### src/rtl/alu_pkg.sv
// Shared ALU definitions: opcode constants, widths and the result serializer state enum.
package alu_pkg;

  localparam int ALU_DATA_W = 16;
  localparam int ALU_BYTE_W = 8;
  localparam int ALU_FUN_W  = 4;

  localparam logic [3:0] FUN_ADD    = 4'h0;
  localparam logic [3:0] FUN_SUB    = 4'h1;
  localparam logic [3:0] FUN_MUL    = 4'h2;
  localparam logic [3:0] FUN_DIV    = 4'h3;
  localparam logic [3:0] FUN_AND    = 4'h4;
  localparam logic [3:0] FUN_OR     = 4'h5;
  localparam logic [3:0] FUN_NAND   = 4'h6;
  localparam logic [3:0] FUN_NOR    = 4'h7;
  localparam logic [3:0] FUN_XOR    = 4'h8;
  localparam logic [3:0] FUN_XNOR   = 4'h9;
  localparam logic [3:0] FUN_CMP_EQ = 4'hA;
  localparam logic [3:0] FUN_CMP_GT = 4'hB;
  localparam logic [3:0] FUN_CMP_LT = 4'hC;
  localparam logic [3:0] FUN_SHR    = 4'hD;
  localparam logic [3:0] FUN_SHL    = 4'hE;
  localparam logic [3:0] FUN_NOP    = 4'hF;

  typedef enum logic [1:0] {
    IDLE    = 2'd0,
    SEND_B0 = 2'd1,
    SEND_B1 = 2'd2,
    SEND_ST = 2'd3
  } ser_state_t;

  // Status byte layout: opcode in the high nibble, dropped-result count in the low nibble.
  function automatic logic [7:0] status_byte(input logic [3:0] fun, input logic [3:0] cnt);
    return {fun, cnt};
  endfunction

endpackage

### src/rtl/alu_result_serializer_if.sv
// Bus between the ALU result stage, the serializer and the TX FIFO write port.
interface alu_result_serializer_if #(
  parameter int DATA_W = 16,
  parameter int BYTE_W = 8
);

  logic [DATA_W-1:0] ALU_OUT;
  logic              OUT_VALID;
  logic [3:0]        ALU_FUN;
  logic              FIFO_FULL;
  logic [BYTE_W-1:0] WR_DATA;
  logic              WR_INC;
  logic              BUSY;
  logic              OVERRUN;

  // Handshake: OUT_VALID is a one-cycle strobe with no ready (results never stall the ALU);
  // a byte transfers in every cycle WR_INC is high, and WR_INC is never high while
  // FIFO_FULL is high, so FIFO_FULL acts as an inverted ready on the write side.
  modport master (
    output ALU_OUT, OUT_VALID, ALU_FUN, FIFO_FULL,
    input  WR_DATA, WR_INC, BUSY, OVERRUN
  );

  modport slave (
    input  ALU_OUT, OUT_VALID, ALU_FUN, FIFO_FULL,
    output WR_DATA, WR_INC, BUSY, OVERRUN
  );

endinterface

### src/rtl/alu_hold_reg.sv
// Single-entry holding buffer; a simultaneous load and drain replaces the entry and stays valid.
module alu_hold_reg #(
  parameter int W = 20
) (
  input  logic         CLK,
  input  logic         RST,
  input  logic         load,
  input  logic         drain,
  input  logic [W-1:0] din,
  output logic [W-1:0] dout,
  output logic         valid
);

  always_ff @(posedge CLK or negedge RST) begin
    if (!RST) begin
      dout  <= '0;
      valid <= 1'b0;
    end else if (load) begin
      dout  <= din;
      valid <= 1'b1;
    end else if (drain) begin
      valid <= 1'b0;
    end
  end

endmodule

### src/rtl/alu_result_serializer.sv
// Writes each ALU result to the TX FIFO as bytes, with a one-entry holding buffer.
// Optional ALU_STATUS_BYTE_EN appends a {ALU_FUN, drop count} status byte per result.
module alu_result_serializer
  import alu_pkg::*;
#(
  parameter int DATA_W    = ALU_DATA_W,
  parameter int BYTE_W    = ALU_BYTE_W,
  parameter bit LSB_FIRST = 1'b1
) (
  input  logic                    CLK,
  input  logic                    RST,
  alu_result_serializer_if.slave  bus,
  output ser_state_t              dbg_state
);

`ifdef ALU_STATUS_BYTE_EN
  localparam int         ENTRY_W = DATA_W + ALU_FUN_W;
  localparam ser_state_t LAST_ST = SEND_ST;
`else
  localparam int         ENTRY_W = DATA_W;
  localparam ser_state_t LAST_ST = SEND_B1;
`endif

  ser_state_t         state_q;
  logic [ENTRY_W-1:0] work_q;
  logic [ENTRY_W-1:0] in_entry;
  logic [ENTRY_W-1:0] hold_dout;
  logic               hold_valid;
  logic               hold_load;
  logic               hold_drain;
  logic               overrun_q;
  logic               idle;
  logic               wr_en;
  logic               last_wr;
  logic               take_direct;
  logic               drop;
  logic [DATA_W-1:0]  work_data;
  logic [BYTE_W-1:0]  lo_byte;
  logic [BYTE_W-1:0]  hi_byte;
  logic [BYTE_W-1:0]  wr_byte;

`ifdef ALU_STATUS_BYTE_EN
  logic [3:0] drop_cnt_q;
  logic       st_wr;
  assign in_entry = {bus.ALU_OUT, bus.ALU_FUN};
  assign st_wr    = wr_en & (state_q == SEND_ST);
`else
  logic unused_fun;
  assign in_entry   = bus.ALU_OUT;
  assign unused_fun = ^bus.ALU_FUN;
`endif

  assign work_data = work_q[ENTRY_W-1 -: DATA_W];
  assign lo_byte   = work_data[BYTE_W-1:0];
  assign hi_byte   = work_data[DATA_W-1:BYTE_W];

  assign idle    = (state_q == IDLE);
  assign wr_en   = !idle && !bus.FIFO_FULL;
  assign last_wr = wr_en && (state_q == LAST_ST);

  // A result bypasses the holding reg when the working reg is free now or frees this cycle
  // with nothing queued; otherwise it queues, and is dropped only if the queue stays full.
  assign take_direct = bus.OUT_VALID && (idle || (last_wr && !hold_valid));
  assign hold_drain  = last_wr && hold_valid;
  assign hold_load   = bus.OUT_VALID && !take_direct && (!hold_valid || hold_drain);
  assign drop        = bus.OUT_VALID && !take_direct && hold_valid && !hold_drain;

  always_comb begin
    wr_byte = '0;
    case (state_q)
      SEND_B0: wr_byte = LSB_FIRST ? lo_byte : hi_byte;
      SEND_B1: wr_byte = LSB_FIRST ? hi_byte : lo_byte;
`ifdef ALU_STATUS_BYTE_EN
      SEND_ST: wr_byte = BYTE_W'(status_byte(work_q[ALU_FUN_W-1:0], drop_cnt_q));
`endif
      default: wr_byte = '0;
    endcase
  end

  alu_hold_reg #(.W(ENTRY_W)) u_hold (
    .CLK   (CLK),
    .RST   (RST),
    .load  (hold_load),
    .drain (hold_drain),
    .din   (in_entry),
    .dout  (hold_dout),
    .valid (hold_valid)
  );

  always_ff @(posedge CLK or negedge RST) begin
    if (!RST) begin
      state_q   <= IDLE;
      work_q    <= '0;
      overrun_q <= 1'b0;
`ifdef ALU_STATUS_BYTE_EN
      drop_cnt_q <= 4'h0;
`endif
    end else begin
      overrun_q <= drop;
      if (take_direct) begin
        work_q  <= in_entry;
        state_q <= SEND_B0;
      end else if (hold_drain) begin
        work_q  <= hold_dout;
        state_q <= SEND_B0;
      end else if (wr_en) begin
        case (state_q)
          SEND_B0: state_q <= SEND_B1;
`ifdef ALU_STATUS_BYTE_EN
          SEND_B1: state_q <= SEND_ST;
`else
          SEND_B1: state_q <= IDLE;
`endif
          default: state_q <= IDLE;
        endcase
      end
`ifdef ALU_STATUS_BYTE_EN
      // The count restarts when reported; a drop in the reporting cycle is the first new one.
      if (st_wr) begin
        drop_cnt_q <= drop ? 4'h1 : 4'h0;
      end else if (drop && (drop_cnt_q != 4'hF)) begin
        drop_cnt_q <= drop_cnt_q + 4'h1;
      end
`endif
    end
  end

  assign bus.WR_DATA = wr_byte;
  assign bus.WR_INC  = wr_en;
  assign bus.BUSY    = !idle || hold_valid;
  assign bus.OVERRUN = overrun_q;
  assign dbg_state   = state_q;

endmodule
### src/flat_wrapper.sv
// flat-port wrapper written by rule: the top's interface ports become plain ports
module alu_result_serializer_flat import alu_pkg::*;
#(
  parameter int DATA_W    = ALU_DATA_W,
  parameter int BYTE_W    = ALU_BYTE_W,
  parameter bit LSB_FIRST = 1'b1
)
  (CLK, RST, dbg_state, bus_ALU_OUT, bus_OUT_VALID, bus_ALU_FUN, bus_FIFO_FULL, bus_WR_DATA, bus_WR_INC, bus_BUSY, bus_OVERRUN);
  alu_result_serializer_if #(.DATA_W(DATA_W), .BYTE_W(BYTE_W)) bus_i ();
  input  logic CLK;
  input  logic RST;
  output ser_state_t dbg_state;
  input wire logic [$bits(bus_i.ALU_OUT)-1:0] bus_ALU_OUT;
  input wire logic [$bits(bus_i.OUT_VALID)-1:0] bus_OUT_VALID;
  input wire logic [$bits(bus_i.ALU_FUN)-1:0] bus_ALU_FUN;
  input wire logic [$bits(bus_i.FIFO_FULL)-1:0] bus_FIFO_FULL;
  output wire logic [$bits(bus_i.WR_DATA)-1:0] bus_WR_DATA;
  output wire logic [$bits(bus_i.WR_INC)-1:0] bus_WR_INC;
  output wire logic [$bits(bus_i.BUSY)-1:0] bus_BUSY;
  output wire logic [$bits(bus_i.OVERRUN)-1:0] bus_OVERRUN;
  assign bus_i.ALU_OUT = bus_ALU_OUT;
  assign bus_i.OUT_VALID = bus_OUT_VALID;
  assign bus_i.ALU_FUN = bus_ALU_FUN;
  assign bus_i.FIFO_FULL = bus_FIFO_FULL;
  assign bus_WR_DATA = bus_i.WR_DATA;
  assign bus_WR_INC = bus_i.WR_INC;
  assign bus_BUSY = bus_i.BUSY;
  assign bus_OVERRUN = bus_i.OVERRUN;
  alu_result_serializer #(.DATA_W(DATA_W), .BYTE_W(BYTE_W), .LSB_FIRST(LSB_FIRST)) u_core (.CLK(CLK), .RST(RST), .bus(bus_i), .dbg_state(dbg_state));
endmodule
### config.mk
export PLATFORM = sky130hd
export DESIGN_NAME = alu_result_serializer_flat
export DESIGN_NICKNAME = d
export VERILOG_FILES = /design/src/rtl/alu_pkg.sv /design/src/rtl/alu_result_serializer_if.sv /design/src/rtl/alu_hold_reg.sv /design/src/rtl/alu_result_serializer.sv /design/src/flat_wrapper.sv
export SDC_FILE = /design/constraint.sdc
export NUM_CORES = 1
export LEC_CHECK = 0
export CORE_AREA = 10 10 74 76
export DETAILED_ROUTE_END_ITERATION = 12
export DIE_AREA = 0 0 84 86
export GPL_TIMING_DRIVEN = 0
export PLACE_DENSITY_LB_ADDON = 0.3
export SYNTH_ARGS = -nofsm -noshare
export SYNTH_HDL_FRONTEND = slang
export SYNTH_SLANG_ARGS = --single-unit
export TNS_END_PERCENT = 10
### constraint.sdc
create_clock -name CLK -period 1.9 [get_ports CLK]
set_clock_uncertainty 0.15 [all_clocks]
set_input_delay 0.475 -clock CLK [delete_from_list [all_inputs] [get_ports CLK]]
set_output_delay 0.475 -clock CLK [all_outputs]
set_load 0.01 [all_outputs]
After elaboration in Yosys (flattened, before gate mapping) --
Index checks and enable logic that the tools add are counted.
Storage, ports and cells: bits in registers 36, output and inout port bits 13, logic and storage cells 37
Cells by class: eq/ne operators 2, mux-type cells 9, reductions and logical operators 21
Operators with widths (number):
- $mux 16 | 2
- $pmux 8 s2 | 1
- $logic_and 1x1->1 | 9
- $mux 2 | 4
- $logic_not 1->1 | 5
- $reduce_bool 2->1 | 2
- $logic_or 1x1->1 | 3
- $reduce_bool 3->1 | 1
- $eq 2x1->1 const B | 1
- $eq 2x2->1 const B | 1
- $logic_not 2->1 | 1
- $mux 1 | 2

Logic depth before layout (Yosys ltp) --
Gate-level depths: netlist of run 1.
depth in word-level cells 11, mapped depth 9

Hierarchy --
A second synthesis of run 1 with hierarchy kept.
Second synthesis, totals: cells, all modules 128, area total of the unflattened synthesis 1899.3 um2
Modules (own cells, without submodules):
- alu_result_serializer | times used 1, cells an instance 91, area an instance 1216.2 um2
- alu_hold_reg | times used 1, cells an instance 37, area an instance 683.2 um2

Least setup slack after synthesis of run 1 --
OpenSTA, ideal clock, no wires.
path type register -> register, start point reg u_core.state_q[0], in the netlist u_core.dbg_state[0], end point reg u_core.u_hold.dout[10], arrival time 1.673 ns, setup slack -0.048 ns, cell stages (with the launch flop) 8, path buffers 2, clock period less this slack 1.948 ns, cell sequence dfrtp_1 inv_1 ha_1 buf_6 nor3b_2 nand3b_4 buf_8 mux2_4
Between the ends: word-level cells in the longest chain between the ends 10, elaborated cells between the ends (all ways) 13
RTL lines:
- start, declared | RTL line alu_result_serializer.sv:24 | ser_state_t state_q;
- start signal, assigned | RTL line alu_result_serializer.sv:92 | state_q <= IDLE;
- start signal, assigned | RTL line alu_result_serializer.sv:102 | state_q <= SEND_B0;
- start signal, assigned | RTL line alu_result_serializer.sv:105 | state_q <= SEND_B0;
- $logic_not 2->1 | RTL line alu_result_serializer.sv:57 | assign idle = (state_q == IDLE);
- $logic_not 1->1 | RTL line alu_result_serializer.sv:58 | assign wr_en = !idle && !bus.FIFO_FULL;
- $logic_and 1x1->1 | RTL line alu_result_serializer.sv:58
- $logic_and 1x1->1 | RTL line alu_result_serializer.sv:59 | assign last_wr = wr_en && (state_q == LAST_ST);
- $logic_and 1x1->1 | RTL line alu_result_serializer.sv:63 | assign take_direct = bus.OUT_VALID && (idle || (last_wr && !hold_valid));
- $logic_or 1x1->1 | RTL line alu_result_serializer.sv:63
- $logic_and 1x1->1 | RTL line alu_result_serializer.sv:63
- $logic_not 1->1 | RTL line alu_result_serializer.sv:65 | assign hold_load = bus.OUT_VALID && !take_direct && (!hold_valid || hold_drain);
- $logic_and 1x1->1 | RTL line alu_result_serializer.sv:65
- $logic_and 1x1->1 (*) | RTL line alu_result_serializer.sv:65
- end signal, assigned | RTL line alu_hold_reg.sv:19 | dout <= din;
- end, declared | RTL line alu_hold_reg.sv:10 | output logic [W-1:0] dout,
Every way passes the cells marked *; elsewhere a longest branch is shown, timed or not. A chain may end at the register's enable or synchronous reset.

Worst setup path in the final report of run 1 --
start point reg u_core.state_q[0], in the netlist u_core.dbg_state[0], end point out bus_WR_DATA[3]
Between the ends: word-level cells in the longest chain between the ends 2, elaborated cells between the ends (all ways) 3
RTL lines:
- $eq 2x2->1 / $eq 2x1->1 (equally long branches) | RTL line alu_result_serializer.sv:70 | case (state_q)
- $pmux 8 s2 (*) | RTL line alu_result_serializer.sv:70
- end, declared | RTL line flat_wrapper.sv:17 | output wire logic [$bits(bus_i.WR_DATA)-1:0] bus_WR_DATA;
Marks and branches as above.

==> results by stage, run 1 <==
Timing:
- The maximum clock frequency is 479 MHz.
- The worst max-slew margin expressed relative to the limit is 47.2%.
- For the finished layout, the period the worst path requires is approximately 2.1 ns.
- The final count of negative-setup-slack endpoints is 27.
- Setup repair after global routing could not meet its margin everywhere.
- The tightest hold path in the finished design has a slack of 0.116 ns.
- The number of slew-limit violations in the final report is 0.
- At the pin with the least slew margin, the transition time is 0.793 ns.
- The final-report hold violation count came to 0.
- The slack of the critical path is -0.187 ns.
- Dividing the final minimum period by the clock period gives 110%.

Synth:
- The register area share after synthesis is between 40% and 50%.
- The synthesized netlist devotes 2.77% of its cell area to adder and majority cells.
- In this run the mean area of a mapped cell was between 10 and 15 um^2.
- The synthesized design devotes to its leading area cell type 49.9% of total area.
- Summing the areas of all compound-gate instances in the mapped netlist gives a little under a tenth of the synthesized area.
- Summing the areas of all xor and xnor instances in the mapped netlist gives 0% of the synthesized area.
- Counting distinct cell types in the post-synthesis netlist gives 24.
- The cell with the most instances after synthesis is sky130_fd_sc_hd__dfrtp_1.
- Multiplexer cells account for 21.6% of the synthesized area.
- By count the netlist is led by 36 x sky130_fd_sc_hd__dfrtp_1, 17 x sky130_fd_sc_hd__a21oi_1, 17 x sky130_fd_sc_hd__nor2_1.
- The mapped netlist covers 0.00180 mm^2.
- In the synthesized netlist the async set-or-reset flop fraction comes to 100%.
- After synthesis the netlist holds a flip-flop and latch count of 36.
- Yosys attributes the largest share of cell area to sky130_fd_sc_hd__dfrtp_1 50%, sky130_fd_sc_hd__mux2i_1 8.9%, sky130_fd_sc_hd__mux2_4 8.3%.
- The largest total area in the synthesized netlist belongs to sky130_fd_sc_hd__dfrtp_1.
- In this run, synthesis inferred 0 flip-flops with an integrated enable.
- The post-synthesis simple-gate area fraction is 11.4%.
- By area, the combinational part of the netlist is dominated by multiplexers.
- Among all flip-flop cells after synthesis, the most frequent one is sky130_fd_sc_hd__dfrtp_1.
- Yosys printed 0 warnings.
- The synthesized netlist net count is 176.
- The post-synthesis cell count is about 150.

Setup path:
- STA puts the critical path data required time at 1.27 ns.
- The data arrival time at the worst-slack endpoint is 1.46 ns.
- The kind of cell with the highest combined delay along the critical path is flip-flops.
- The startpoint of the lowest-slack register-to-register path is u_core.dbg_state[0].
- In this run the critical register-to-register path is captured at u_core.u_hold.dout[14].
- The number of cells traversed by the worst register-to-register path is 6.
- The critical path contains buffers and inverters numbering 2 combined.
- Walking the worst path, the cells encountered are inv_4 -> ha_4 -> a22oi_1 -> nor2b_1 -> buf_2.
- The critical path endpoint category is an output pin.
- In this run the register-to-register setup slack is -0.12 ns.
- The slowest cell on the critical path is sky130_fd_sc_hd__dfrtp_2.
- The startpoint kind of the worst setup timing path is a register.
- The type of the worst setup path is register to output pin.
- The delay of the slowest critical-path stage is between 0.4 and 0.5 ns.
- In this run the worst path has a maximum fanout of 10.

Routing:
- The routed wire length is 4150 um.
- The per-cell routed wire length is 17.4 um.
- Dividing the detail-routed via count by the number of cells gives 5.15.
- The first detailed-routing pass took 4 iterations.
- The number of DRC violations after detailed-routing iteration 0 is 64.
- The routed layout has 1231 vias.
- The antenna violation net count after detailed routing is 0.
- The residual DRC count is 0.

Status:
- The run finished, with violations left.
- The checks that failed: setup timing.

Floorplan:
- The floorplan step defined a die boundary enclosing ~0.0072 mm^2.
- The number of top-level pins is 37.
- In this run the standard cell core region covers 0.00397 mm^2.
- For this configuration, the core starts out at a cell density of 45.4%.
- The height of the chip is between 80 and 90 um.
- The floorplan has 23 rows.
- The horizontal die dimension is approximately 84 um.

Place:
- Port buffering added 32 buffers.
- The placed instances occupy a cell area of ~0.0022 mm^2.
- The placer's final routability congestion estimate is 0.768.
- Once detailed placement completed, the half-perimeter wirelength came to a little under 3000 um.

Layout:
- Fill cells in the final layout number roughly 320.
- Of the cells placed in the final design, the portion with a size suffix greater than 1 is 33.3%.
- The share of the core filled with cells in the final layout is 59.1%.
- After routing the design area is 0.00235 mm^2.
- The area growth from synthesis to layout is 30.1%.
- 0 antenna diodes ended up in the layout.
- The multi-input gate area in the final layout is ~900 um^2.
- The footprint of the flip-flops and latches is 902 um^2.
- The post-layout net count is approximately 220.

Global routing:
- The wire length of the first global-routing pass is 6960 um.
- The overflow left after global routing is 0.
- The pin count of the biggest net entering global routing is 37.
- The total track usage is 12.0%.
- The via count of the first global-routing pass is 1371.
- The initial antenna violation count was 0.

CTS:
- Counting every sink on the clock net gives 36.
- Buffers inserted to repair hold after CTS numbered 0.
- The number of clock buffers added by TritonCTS is 5.
- After clock tree synthesis, the clock-pin slew on the worst setup and hold paths is ~0.07 ns.
- CTS placed an instance of sky130_fd_sc_hd__clkbuf_8 at the clock tree root.
- The number of buffers between clock root and the deepest sink is 2.
- The number of levels in the clock H-tree is 2.
- The later-pin clock latency in the skew report is 0.29 ns.
- The clock tree from TritonCTS is done.

Worst hold path:
- The worst hold path belongs to the class input port to async pin.

Pwr:
- The total power divided by cell area is 1620 mW/mm^2.
- After layout, the design draws a total of between 3 and 4 mW.
- In this run the static leakage power is 1.03 nW.
- Across the VDD grid, the largest voltage drop is 0.773 mV.

Job:
- The max-capacitance violation count is 0.
-- cell usage in the layout (no fill, tap or decap), drive strengths merged --
master	synthesis	final
a21oi	17	17
a22oi	8	8
and3	1	1
buf	7	21
clkbuf	1	8
clkdlybuf4s50	0	18
dfrtp	36	36
dlygate4sd2	0	2
ha	4	4
inv	3	3
mux2	17	17
mux2i	16	16
nand2	2	2
nand2b	2	2
nand3b	1	1
nor2	17	17
nor2b	10	10
nor3b	2	2
o211ai	1	1
o21ai	3	3
-- per-stage QoR --
step	worst slack, ns	setup TNS, ns	instances
6_report	-0.187	-2.62	239
5_1_grt	-0.243	-4.91	239
4_1_cts	-0.183	-2.78	239
3_5_place_dp	-0.596	-14.37	230
3_3_place_gp	-0.594	-33.70	230
2_1_floorplan	0.00429	0	148
-- sequential cells by signal, summed over array words and instances (netlist names) --
register             flops
u_core.work_data        16
u_core.dbg_state         2
u_core.bus.OVERRUN       1
u_core.u_hold.valid      1
u_core.u_hold.dout      16
-- kinds of logic after synthesis --
family / Yosys count
fa+ha+maj: 4
flops: 36
simple gates: 35
compound gates: 29
mux: 33
buf+inv: 11
-- area by class of cell --
type	instances	share of cell area [%]
clock buffer	7	4.10
inverter	3	0.586
sequential	36	38.4
tap	50	2.67
multi-input combinational	101	37.9
timing repair buffer	36	13.2
buffer	6	3.14
-- per-layer routing --
metal / wire length [um] / track usage [%]
met4: 62 / 4.26
met1: 1850 / 14.4
met5: 0 / 0
met3: 229 / 4.07
met2: 2010 / 19.5
-- power by group --
group | switching, mW | internal, mW
clock | 0.259 | 0.323
sequential | 0.241 | 1.15
combinational | 0.818 | 1.01
-- how the worst max path moves through the flow --
| stage | from | end | slack, ns | depth (start not counted) |
|---|---|---|---|---|
| 4_1_cts | u_core.dbg_state[0] | bus_WR_DATA[4] | -0.18 | 5 |
| 6_report | u_core.dbg_state[0] | bus_WR_DATA[3] | -0.19 | 5 |
| 3_3_place_gp | u_core.dbg_state[1] | bus_WR_DATA[2] | -0.59 | 6 |
| 5_1_grt | u_core.dbg_state[0] | bus_WR_DATA[4] | -0.24 | 5 |
| 2_1_floorplan | u_core.dbg_state[0] | u_core.u_hold.dout[10] | 0.004 | 7 |
| 3_5_place_dp | u_core.dbg_state[1] | bus_WR_DATA[7] | -0.60 | 6 |
-- what timing repair did --
item                       4_1_cts  5_1_grt
setup buffers                    4        0
setup endpoints to repair       35       42
resized for setup               52       12
gates cloned                     0        0
pin swaps                        8        1
-- worst register-to-register path, delay by kind of cell, from the launching register on --
kind | cells | cell delay, ns
adder cells (fa/ha/maj) | 1 | 0.24
buffers and inverters | 2 | 0.27
flip-flops | 1 | 0.44
multiplexers | 1 | 0.31
AND/OR/NAND/NOR | 2 | 0.49
No activity file was read; power rests on OpenSTA's default activity.
==> inputs of run 2 (changes only) <==
--- a/config.mk
+++ b/config.mk
@@ -5,10 +5,11 @@
 export SDC_FILE = /design/constraint.sdc
 export NUM_CORES = 1
 export LEC_CHECK = 0
-export CORE_AREA = 10 10 74 76
+export CORE_AREA = 10 10 72 74
 export DETAILED_ROUTE_END_ITERATION = 12
-export DIE_AREA = 0 0 84 86
+export DIE_AREA = 0 0 82 84
 export GPL_TIMING_DRIVEN = 0
+export MAX_ROUTING_LAYER = met4
 export PLACE_DENSITY_LB_ADDON = 0.3
 export SYNTH_ARGS = -nofsm -noshare
 export SYNTH_HDL_FRONTEND = slang
==> constraint.sdc (replaced) <==
create_clock -name CLK -period 2.23 [get_ports CLK]
set_clock_uncertainty 0.15 [all_clocks]
set_input_delay 0.5575 -clock CLK [delete_from_list [all_inputs] [get_ports CLK]]
set_output_delay 0.5575 -clock CLK [all_outputs]
set_load 0.01 [all_outputs]
==> results by stage, run 2 (synthesis gave the netlist of run 1 again) <==
CTS:
- Clock-pin slew was measured on the worst setup and hold paths at about 0.070 ns.
- The later-pin clock latency in the skew report is 0.29 ns.
- The cell chosen for the clock root is sky130_fd_sc_hd__clkbuf_8.
- The number of levels in the clock H-tree is 2.
- The clock tree from TritonCTS is done.
- The number of buffers created by CTS is 5.
- The number of hold buffers added after CTS was 0.
- The total number of clock tree sinks is 36.
- The longest clock path from root to sink contains 2 buffers.

Layout:
- The final instance area is approximately 0.0023 mm^2.
- The total inserted antenna cells is 0.
- The share of final-layout standard cells stronger than drive strength 1 is 30.2%.
- In the layout the commonest cells are 34 x sky130_fd_sc_hd__dfrtp_1, 21 x sky130_fd_sc_hd__clkdlybuf4s50_1, 17 x sky130_fd_sc_hd__a21oi_1.
- The area growth from synthesis to layout is 28.4%.
- The most frequent standard cell in the layout excluding fill and tap cells is sky130_fd_sc_hd__dfrtp_1.
- The post-layout net count is 219.
- The share of the core filled with cells in the final layout is around three fifths.

Timing:
- The setup TNS after final layout is 0 ns.
- The number of slew-limit violations in the final report came to 0.
- The final-report hold violation count is 0.
- The maximum clock frequency is 457 MHz.
- At the pin with the least slew margin, the transition time is 0.802 ns.
- In this run the tightest slew margin relative to its limit is 46.5%.
- The final count of negative-setup-slack endpoints is 0.
- The final hold slack is 0.204 ns.
- The final cycle utilization of the critical path is 98.2%.
- The final critical path time including I/O delays and setup is between 2 and 2.5 ns.
- Setup repair after global routing could not meet its margin everywhere.

Routing:
- The per-cell routed wire length is 17.3 um.
- The number of DRC violations after detailed-routing iteration 0 is 102.
- Dividing the detail-routed via count by the number of cells gives between 5 and 6.
- The final route contains 1243 vias.
- The first detailed-routing pass ran for 4 iterations.
- The antenna violation net count after detailed routing is 0.
- For this run, design rule violations remaining after detail routing come to 0.
- Summed over all layers, the routed wires come to 4180 um.

Setup path:
- Of all nets on the critical path, the largest fanout is 8.
- The number of cells traversed by the worst register-to-register path is 8.
- The data arrival time at the worst-slack endpoint is 1.48 ns.
- The required time at the endpoint of the critical path is 1.52 ns.
- STA classifies the critical path endpoint as an output pin.
- The worst setup path is launched from a register.
- The type of the worst setup path is register to output pin.

Job:
- The max-capacitance violation count is 0.

Pwr:
- IR analysis of the VDD net gives a maximum drop of 0.639 mV.
- In this run the power spent charging and discharging nets is 1.10 mW.
- The final total power is 3.17 mW.
- The relative contribution of the clock network to total power is 14.9%.
- The leakage power figure is a little over 1 nW.
- The sequential share of power is 37.3%.
- The part of the total power dissipated in combinational logic is 47.9%.
- The internal portion of the total power is 2.06 mW.
- In this run switching power makes up 34.9% of total power.
- The total power divided by cell area is 1370 mW/mm^2.

Floorplan:
- The die covers 0.00689 mm^2.
- The total area inside the core boundary comes to 0.00386 mm^2.
- The height of the chip is between 80 and 90 um.
- The floorplan has 23 rows.
- The number of top-level pins is 37.
- The starting density of the core is about 47%.
- The horizontal die dimension is 82 um.

Global routing:
- The via count of the first global-routing pass was 1322.
- The overflow left after global routing is 0.
- The total track usage is 12.5%.
- Entering global routing, the biggest net connects 37 pins.
- The wire length of the first global-routing pass is approximately 6600 um.
- The initial antenna violation count was 0.

Status:
- The run finished with clean final reports.

Worst hold path:
- The path type of the worst min-delay path is input port to async pin.

Place:
- Summing all placed instances gives a cell area of between 0.002 and 0.0025 mm^2.
- Summed over all nets, the half-perimeter wirelength after detailed placement is 2890 um.
- The placer's final routability congestion estimate is between 0.7 and 0.8.
- The total of buffers placed on input and output ports is 32.
## run 2: metrics by stage
| stage | std cells | setup WS [ns] |
|---|---|---|
| 4_1_cts | 237 | -0.148 |
| 3_3_place_gp | 230 | -0.322 |
| 2_1_floorplan | 148 | 0.282 |
| 5_1_grt | 242 | -0.0386 |
| 6_report | 242 | 0.0412 |
| 3_5_place_dp | 230 | -0.383 |
## run 2: worst max-delay path: stages (launching register included)
cell and delay [ns]:
sky130_fd_sc_hd__dfrtp_2 0.44, sky130_fd_sc_hd__buf_4 0.15, sky130_fd_sc_hd__ha_4 0.19, sky130_fd_sc_hd__a22oi_1 0.20, sky130_fd_sc_hd__nor2b_1 0.07, sky130_fd_sc_hd__buf_2 0.14
## run 2: cell type report
class | instances | area [um^2]
Buffer | 7 | 72.6
Clock buffer | 8 | 90.1
Fill cell | 340 | 1540
Inverter | 3 | 13.8
Multi-Input combinational cell | 101 | 861
Sequential cell | 36 | 903
Tap cell | 50 | 62.6
Timing Repair Buffer | 37 | 313
## run 2: power by group through the flow
stage          clock (mW)  sequential, mW  combinational [mW]
2_1_floorplan           0            1.13               0.958
5_1_grt             0.515            1.21                1.65
3_5_place_dp            0            1.18                1.45
6_report            0.471            1.18                1.52
4_1_cts             0.480            1.18                1.44
3_3_place_gp            0            1.16                1.41
## run 2: path summary, 6_finish.rpt
kind                                             from                      to  slack, ns
worst max-delay path              u_core.dbg_state[0]          bus_WR_DATA[2]       0.04
worst min-delay path                              RST   u_core.u_hold.dout[1]       0.20
worst max register to register    u_core.dbg_state[0]  u_core.u_hold.dout[11]       0.09
worst min register to register  u_core.u_hold.dout[1]   u_core.u_hold.dout[1]       0.36
max in group asynchronous                         RST     u_core.dbg_state[0]       1.18
min in group CLK                u_core.u_hold.dout[1]   u_core.u_hold.dout[1]       0.36
## run 2: metal layers
metal,global-route usage [%],up-vias,share of wire (%)
li1,-,604,-
met1,15.0,609,45
met2,19.1,25,49
met3,4.63,5,5.8
met4,3.25,0,1.1
met5,-,-,0
## run 2: repair_timing
item / in CTS / in global routing
gates cloned: 0 / 1
resized for setup: 38 / 10
endpoints found under the hold margin: 0 / 0
setup endpoints to repair: 10 / 10
setup buffers: 0 / 4
pin swaps: 0 / 1
